File: src/rtl/instr_mem_loader.sv
// instr_mem_loader: instruction memory for the LEGv8 multicycle core with a
// byte-serial loader. UART bytes are assembled little-endian into words and
// written sequentially from word 0. The core fetches through a registered
// read port, and fetches are ignored while a load is in progress.
module instr_mem_loader #(
    parameter int ADDR_WIDTH = 6,
    parameter int INST_WIDTH = 32
) (
    input  logic                  clk,
    input  logic                  rst_n,
    input  logic                  load_start_in,
    input  logic [ADDR_WIDTH-1:0] load_count_in,
    input  logic [7:0]            rx_byte_in,
    input  logic                  rx_valid_in,
    input  logic                  fetch_req_in,
    input  logic [ADDR_WIDTH-1:0] fetch_addr_in,
    output logic [INST_WIDTH-1:0] instr_out,
    output logic                  instr_valid_out,
    output logic                  busy_out,
    output logic                  load_done_out
);

    localparam int DEPTH = 2 ** ADDR_WIDTH;
    localparam int BYTES = INST_WIDTH / 8;
    localparam int BCW   = (BYTES > 1) ? $clog2(BYTES) : 1;

    localparam logic [BCW-1:0]        LAST_BYTE  = BCW'(BYTES - 1);
    localparam logic [BCW-1:0]        CNT_ONE    = BCW'(1);
    localparam logic [ADDR_WIDTH-1:0] PTR_ONE    = ADDR_WIDTH'(1);
    localparam logic [ADDR_WIDTH:0]   LEFT_ONE   = (ADDR_WIDTH + 1)'(1);
    // A requested count of zero stands for the full memory depth.
    localparam logic [ADDR_WIDTH:0]   FULL_COUNT = {1'b1, {ADDR_WIDTH{1'b0}}};

    typedef enum logic {
        ST_IDLE = 1'b0,
        ST_LOAD = 1'b1
    } state_t;

    // Instruction storage; deliberately not cleared by reset.
    (* ramstyle = "M9K" *) logic [INST_WIDTH-1:0] r_mem [DEPTH];

    state_t                r_state;
    logic [ADDR_WIDTH-1:0] r_wr_ptr;
    logic [BCW-1:0]        r_byte_cnt;
    logic [ADDR_WIDTH:0]   r_words_left;
    logic [INST_WIDTH-1:0] r_asm;
    logic [INST_WIDTH-1:0] r_instr;
    logic                  r_instr_valid;
    logic                  r_busy;
    logic                  r_load_done;

    state_t                w_state_nxt;
    logic [ADDR_WIDTH-1:0] w_wr_ptr_nxt;
    logic [BCW-1:0]        w_byte_cnt_nxt;
    logic [ADDR_WIDTH:0]   w_words_left_nxt;
    logic [INST_WIDTH-1:0] w_asm_nxt;
    logic [INST_WIDTH-1:0] w_word;
    logic                  w_we;
    logic                  w_done_nxt;
    logic                  w_fetch_ok;

    // Fetches are only honoured while idle (including the load_start cycle).
    assign w_fetch_ok = fetch_req_in && (r_state == ST_IDLE);

    // Loader next-state logic: byte assembly, word commit and load bookkeeping.
    always_comb begin
        w_state_nxt      = r_state;
        w_wr_ptr_nxt     = r_wr_ptr;
        w_byte_cnt_nxt   = r_byte_cnt;
        w_words_left_nxt = r_words_left;
        w_asm_nxt        = r_asm;
        w_we             = 1'b0;
        w_done_nxt       = 1'b0;
        // Current byte merged into the partial word at its little-endian slot.
        w_word           = r_asm;
        for (int b = 0; b < BYTES; b++) begin
            if (r_byte_cnt == BCW'(b)) begin
                w_word[8*b +: 8] = rx_byte_in;
            end else begin
                w_word[8*b +: 8] = r_asm[8*b +: 8];
            end
        end

        case (r_state)
            ST_IDLE: begin
                if (load_start_in) begin
                    w_state_nxt      = ST_LOAD;
                    w_wr_ptr_nxt     = {ADDR_WIDTH{1'b0}};
                    w_byte_cnt_nxt   = {BCW{1'b0}};
                    w_words_left_nxt = (load_count_in == {ADDR_WIDTH{1'b0}}) ?
                                       FULL_COUNT : {1'b0, load_count_in};
                    w_asm_nxt        = {INST_WIDTH{1'b0}};
                end else begin
                    w_state_nxt = ST_IDLE;
                end
            end
            ST_LOAD: begin
                if (load_start_in) begin
                    // Restart wins over a coincident byte, which is dropped.
                    w_wr_ptr_nxt     = {ADDR_WIDTH{1'b0}};
                    w_byte_cnt_nxt   = {BCW{1'b0}};
                    w_words_left_nxt = (load_count_in == {ADDR_WIDTH{1'b0}}) ?
                                       FULL_COUNT : {1'b0, load_count_in};
                    w_asm_nxt        = {INST_WIDTH{1'b0}};
                end else if (rx_valid_in) begin
                    if (r_byte_cnt == LAST_BYTE) begin
                        w_we             = 1'b1;
                        w_wr_ptr_nxt     = r_wr_ptr + PTR_ONE;
                        w_words_left_nxt = r_words_left - LEFT_ONE;
                        w_byte_cnt_nxt   = {BCW{1'b0}};
                        w_asm_nxt        = {INST_WIDTH{1'b0}};
                        if (r_words_left == LEFT_ONE) begin
                            w_state_nxt = ST_IDLE;
                            w_done_nxt  = 1'b1;
                        end else begin
                            w_state_nxt = ST_LOAD;
                        end
                    end else begin
                        w_byte_cnt_nxt = r_byte_cnt + CNT_ONE;
                        w_asm_nxt      = w_word;
                    end
                end else begin
                    w_state_nxt = ST_LOAD;
                end
            end
            default: begin
                w_state_nxt = ST_IDLE;
            end
        endcase
    end

    // Loader state and bookkeeping registers.
    always_ff @(posedge clk or negedge rst_n) begin
        if (!rst_n) begin
            r_state      <= ST_IDLE;
            r_wr_ptr     <= {ADDR_WIDTH{1'b0}};
            r_byte_cnt   <= {BCW{1'b0}};
            r_words_left <= {(ADDR_WIDTH + 1){1'b0}};
            r_asm        <= {INST_WIDTH{1'b0}};
        end else begin
            r_state      <= w_state_nxt;
            r_wr_ptr     <= w_wr_ptr_nxt;
            r_byte_cnt   <= w_byte_cnt_nxt;
            r_words_left <= w_words_left_nxt;
            r_asm        <= w_asm_nxt;
        end
    end

    // Memory write port: commits a word on the edge its last byte arrives.
    always_ff @(posedge clk) begin
        if (w_we) begin
            r_mem[r_wr_ptr] <= w_word;
        end
    end

    // Registered outputs: synchronous fetch read, busy and done flags.
    always_ff @(posedge clk or negedge rst_n) begin
        if (!rst_n) begin
            r_instr       <= {INST_WIDTH{1'b0}};
            r_instr_valid <= 1'b0;
            r_busy        <= 1'b0;
            r_load_done   <= 1'b0;
        end else begin
            r_instr_valid <= w_fetch_ok;
            if (w_fetch_ok) begin
                r_instr <= r_mem[fetch_addr_in];
            end
            r_busy      <= (w_state_nxt == ST_LOAD);
            r_load_done <= w_done_nxt;
        end
    end

    assign instr_out       = r_instr;
    assign instr_valid_out = r_instr_valid;
    assign busy_out        = r_busy;
    assign load_done_out   = r_load_done;

endmodule

File: config.mk
export PLATFORM = sky130hd
export DESIGN_NAME = instr_mem_loader
export DESIGN_NICKNAME = d
export VERILOG_FILES = /design/src/rtl/instr_mem_loader.sv
export SDC_FILE = /design/constraint.sdc
export NUM_CORES = 2
export LEC_CHECK = 0
export ABC_CLOCK_PERIOD_IN_PS = 4700
export CAP_MARGIN = 20
export CORE_UTILIZATION = 50
export DETAILED_ROUTE_END_ITERATION = 16
export PLACE_DENSITY_LB_ADDON = 0.2
export REMOVE_ABC_BUFFERS = 1
export SLEW_MARGIN = 15
export SYNTH_ARGS = -nofsm -noshare
export SYNTH_HDL_FRONTEND = slang
export SYNTH_SLANG_ARGS = --single-unit
File: constraint.sdc
create_clock -name clk -period 4.7 [get_ports clk]
set_clock_uncertainty 0.05 [all_clocks]
set_input_delay 0.47 -clock clk [delete_from_list [all_inputs] [get_ports clk]]
set_output_delay 0.47 -clock clk [all_outputs]
set_load 0.02 [all_outputs]
==> run_results.csv <==
group,metric,value,unit
die,chipWidth,406,um
place,hpwlAfterDp,118000,um
global_routing,grt_pass1_vias,39041,
cts,cts_sinks,2130,
routing,antenna_left,0,
yosys,ys_seq_area_share,78.0,%
global_routing,antenna_found_initial,6,
cts,ctsRootBufferMaster,"clkbuf_16",
yosys,synth-edff-count,2048,
worst_setup_path,required,5.17,ns
worst_setup_path,startpoint_type,"flip-flop",
place,place_ws,0.679,ns
layout,syn_to_final_growth,13.6,%
yosys,synth_top_family_by_area,"multiplexers",
power_and_ir_drop,peakVddDrop,0.325,mV
yosys,synth-simple-area-share,2.15,%
routing,drc,0,
timing,min_period_over_period,88.3,%
timing,fmax,241,MHz
cts,htree_levels,4,
die,coreArea,161000,um^2
cts,cts_resized,0,
timing,tightest_slew,1.13,ns
worst_setup_path,critical_path_arrival,4.62,ns
worst_hold_path,holdCritPathClass,"input port to async pin",
die,die_y,406,um
worst_setup_path,regToRegSetupSlack,0.55,ns
global_routing,grt_use_total,24.8,%
timing,slew_viol_final,0,
yosys,synth_compound_area_share,3.58,%
timing,hold_viol,0,
cts,clkTransAtPathRegs,0.06,ns
yosys,synth-xor-area-share,0.0645,%
layout,drive_gt1_share,23.0,%
global_routing,grt_pass1_wl,288000,um
yosys,ys_ff_latch,2130,
die,start_util,50.6,%
yosys,synth_area,81500,um^2
outcome,status,"finished clean",
die,core.rowCount,147,
worst_setup_path,path_cells,"ha_1, and3_1, nor2_1, nor3_1, nand2_1, buf_4, nor2_4, buf_12",
cts,cts_buffer_depth,3,
yosys,yosysWarnings,0,
die,dieArea,165000,um^2
routing,drt_iter0_drc,4725,
timing,setup_viol,0,
layout,fin_cells,6378,
routing,drt_first_pass_iters,6,
worst_setup_path,endpoint_kind,"flip-flop",
cts,clk_latency,0.84,ns
place,placed_cells,5988,
cts,numCtsBuffers,205,
yosys,synthCells,3826,
yosys,avgSynthCellArea,21.3,um^2
timing,setup_slack,0.552,ns
routing,wl_per_cell,31.7,um
place,io_buffers,59,
layout,layout_commonest_cell,"edfxtp_1",
timing,rsz0062_at_grt,"no",
place,gp_congestion,0.876,
cts,ctsHoldBuffers,1,
routing,wl,202000,um
routing,vias,39807,
timing,slew_headroom,24.9,%
worst_setup_path,slowest_delay,0.62,ns
worst_setup_path,path_max_fanout,21,
layout,final_net_count,4071,
cts,postCtsSetupBuffers,0,
yosys,synthFlopType,"edfxtp_1",
timing,period_needed,4.15,ns
cts,tritoncts,"built",
yosys,async_flop_share,3.85,%
timing,finalSetupTns,0,ns
yosys,ys_types,43,
yosys,synthMuxAreaShare,14.6,%
worst_setup_path,cp_slowest_cell,"ha_1",
run,maxCapViolations,0,
power_and_ir_drop,p_per_area,421,nW/um^2
worst_setup_path,cp_top_family,"simple AND/OR/NAND/NOR gates",
power_and_ir_drop,p_leak,0.0316,uW
global_routing,grt_max_degree,96,
power_and_ir_drop,power,38900,uW
yosys,synth_fa_ha_area_share,0.108,%
worst_setup_path,crit_type,"flip-flop to flip-flop",
routing,viasPerCell,6.24,
global_routing,gr-total-overflow,0,
layout,mostFrequentLayoutCells,"edfxtp_1 (2048), mux4_2 (384), mux2i_1 (289), clkbuf_16 (209), a22oi_1 (160)",
worst_setup_path,cp_num_buf_inv,2,
die,ios,60,
[final cells by class]
cell class	count	area [um^2]
Fill cell	11751	68600
Sequential cell	2130	63600
Multi-Input combinational cell	1459	17300
Clock buffer	262	5460
Tap cell	2160	2700
Timing Repair Buffer	236	2470
Clock inverter	123	996
Inverter	7	26.3
Antenna cell	1	2.50
[flip-flops by register name (all words and copies together), names as in the netlist]
signal and count:
instr_valid_out 1, busy_out 1, instr_out 32, r_mem 2048, r_asm 32, load_done_out 1
r_wr_ptr 6, r_byte_cnt 2, r_words_left 7
[per-stage QoR]
stage	instance area, um^2	util, %	hold slack (ns)
finish	92500	57.4	0.119
global route	92500	57.4	0.155
CTS	92400	57.4	0.0841
detailed placement	86000	53.4	0.421
global placement	85900	53.3	0.419
floorplan	80300	-	0.124
[worst register-to-register path, stage by stage, from the launching register on]
cell     delay [ns]
dfrtp_1        0.39
ha_1           0.62
and3_1         0.47
nor2_1         0.12
nor3_1         0.51
nand2_1        0.59
buf_4          0.37
nor2_4         0.42
buf_12         0.26
[synth_stat cells (all sizes together) (41+ instances only)]
| library cell | count | area share (%) |
|---|---|---|
| edfxtp | 2048 | 75 |
| mux4 | 384 | 11 |
| mux2i | 289 | 3.6 |
| a22oi | 160 | 1.5 |
| buf | 132 | 0.97 |
| clkbuf | 98 | 0.45 |
| dfrtp | 82 | 2.5 |
| nor2 | 80 | 0.38 |
| nand3 | 70 | 0.43 |
| o22ai | 64 | 0.49 |
| a211oi | 63 | 0.58 |
| nand2 | 53 | 0.24 |
| a21oi | 41 | 0.25 |
[where the power goes]
| group | internal, uW | switching, uW | leakage, uW |
|---|---|---|---|
| combinational | 657 | 1310 | 0.00697 |
| sequential | 21000 | 88.0 | 0.0215 |
| clock | 8880 | 7000 | 0.00317 |
| total | 30500 | 8400 | 0.0316 |
[cell families (layout without fill, tap and decap cells)]
family | after synthesis | count (layout)
multiplexers | 706 | 706
buffers and inverters | 237 | 628
XOR/XNOR | 6 | 6
AO/OA/AOI/OAI | 397 | 397
other | 0 | 1
AND/OR/NAND/NOR | 343 | 343
flip-flops | 2130 | 2130
adder cells (fa/ha/maj) | 7 | 7
[worst paths after layout]
check / start / endpoint / depth (start not counted)
setup / recovery: r_byte_cnt[0]$_DFFE_PN0P_ / r_mem[40][30]$_DFFE_PP_ / 8
hold / removal: rst_n / instr_valid_out$_DFF_PN0_ / 2
setup reg to reg: r_byte_cnt[0]$_DFFE_PN0P_ / r_mem[40][30]$_DFFE_PP_ / 8
hold reg to reg: r_asm[2]$_DFFE_PN0P_ / r_asm[2]$_DFFE_PN0P_ / 1
max in group asynchronous: rst_n / instr_out[6]$_DFFE_PN0P_ / 3
min in group clk: load_count_in[3] / r_words_left[3]$_DFFE_PN0P_ / 3
[routing by layer]
| metal | wire, um | GRT usage [%] | up-vias |
|---|---|---|---|
| li1 | - | - | 16507 |
| met1 | 89200 | 38.6 | 21292 |
| met2 | 91800 | 36.4 | 1760 |
| met3 | 15800 | 4.01 | 242 |
| met4 | 5220 | 7.28 | 6 |
| met5 | 44 | 0 | - |
Note: power is estimated with default switching activity, not from simulation.
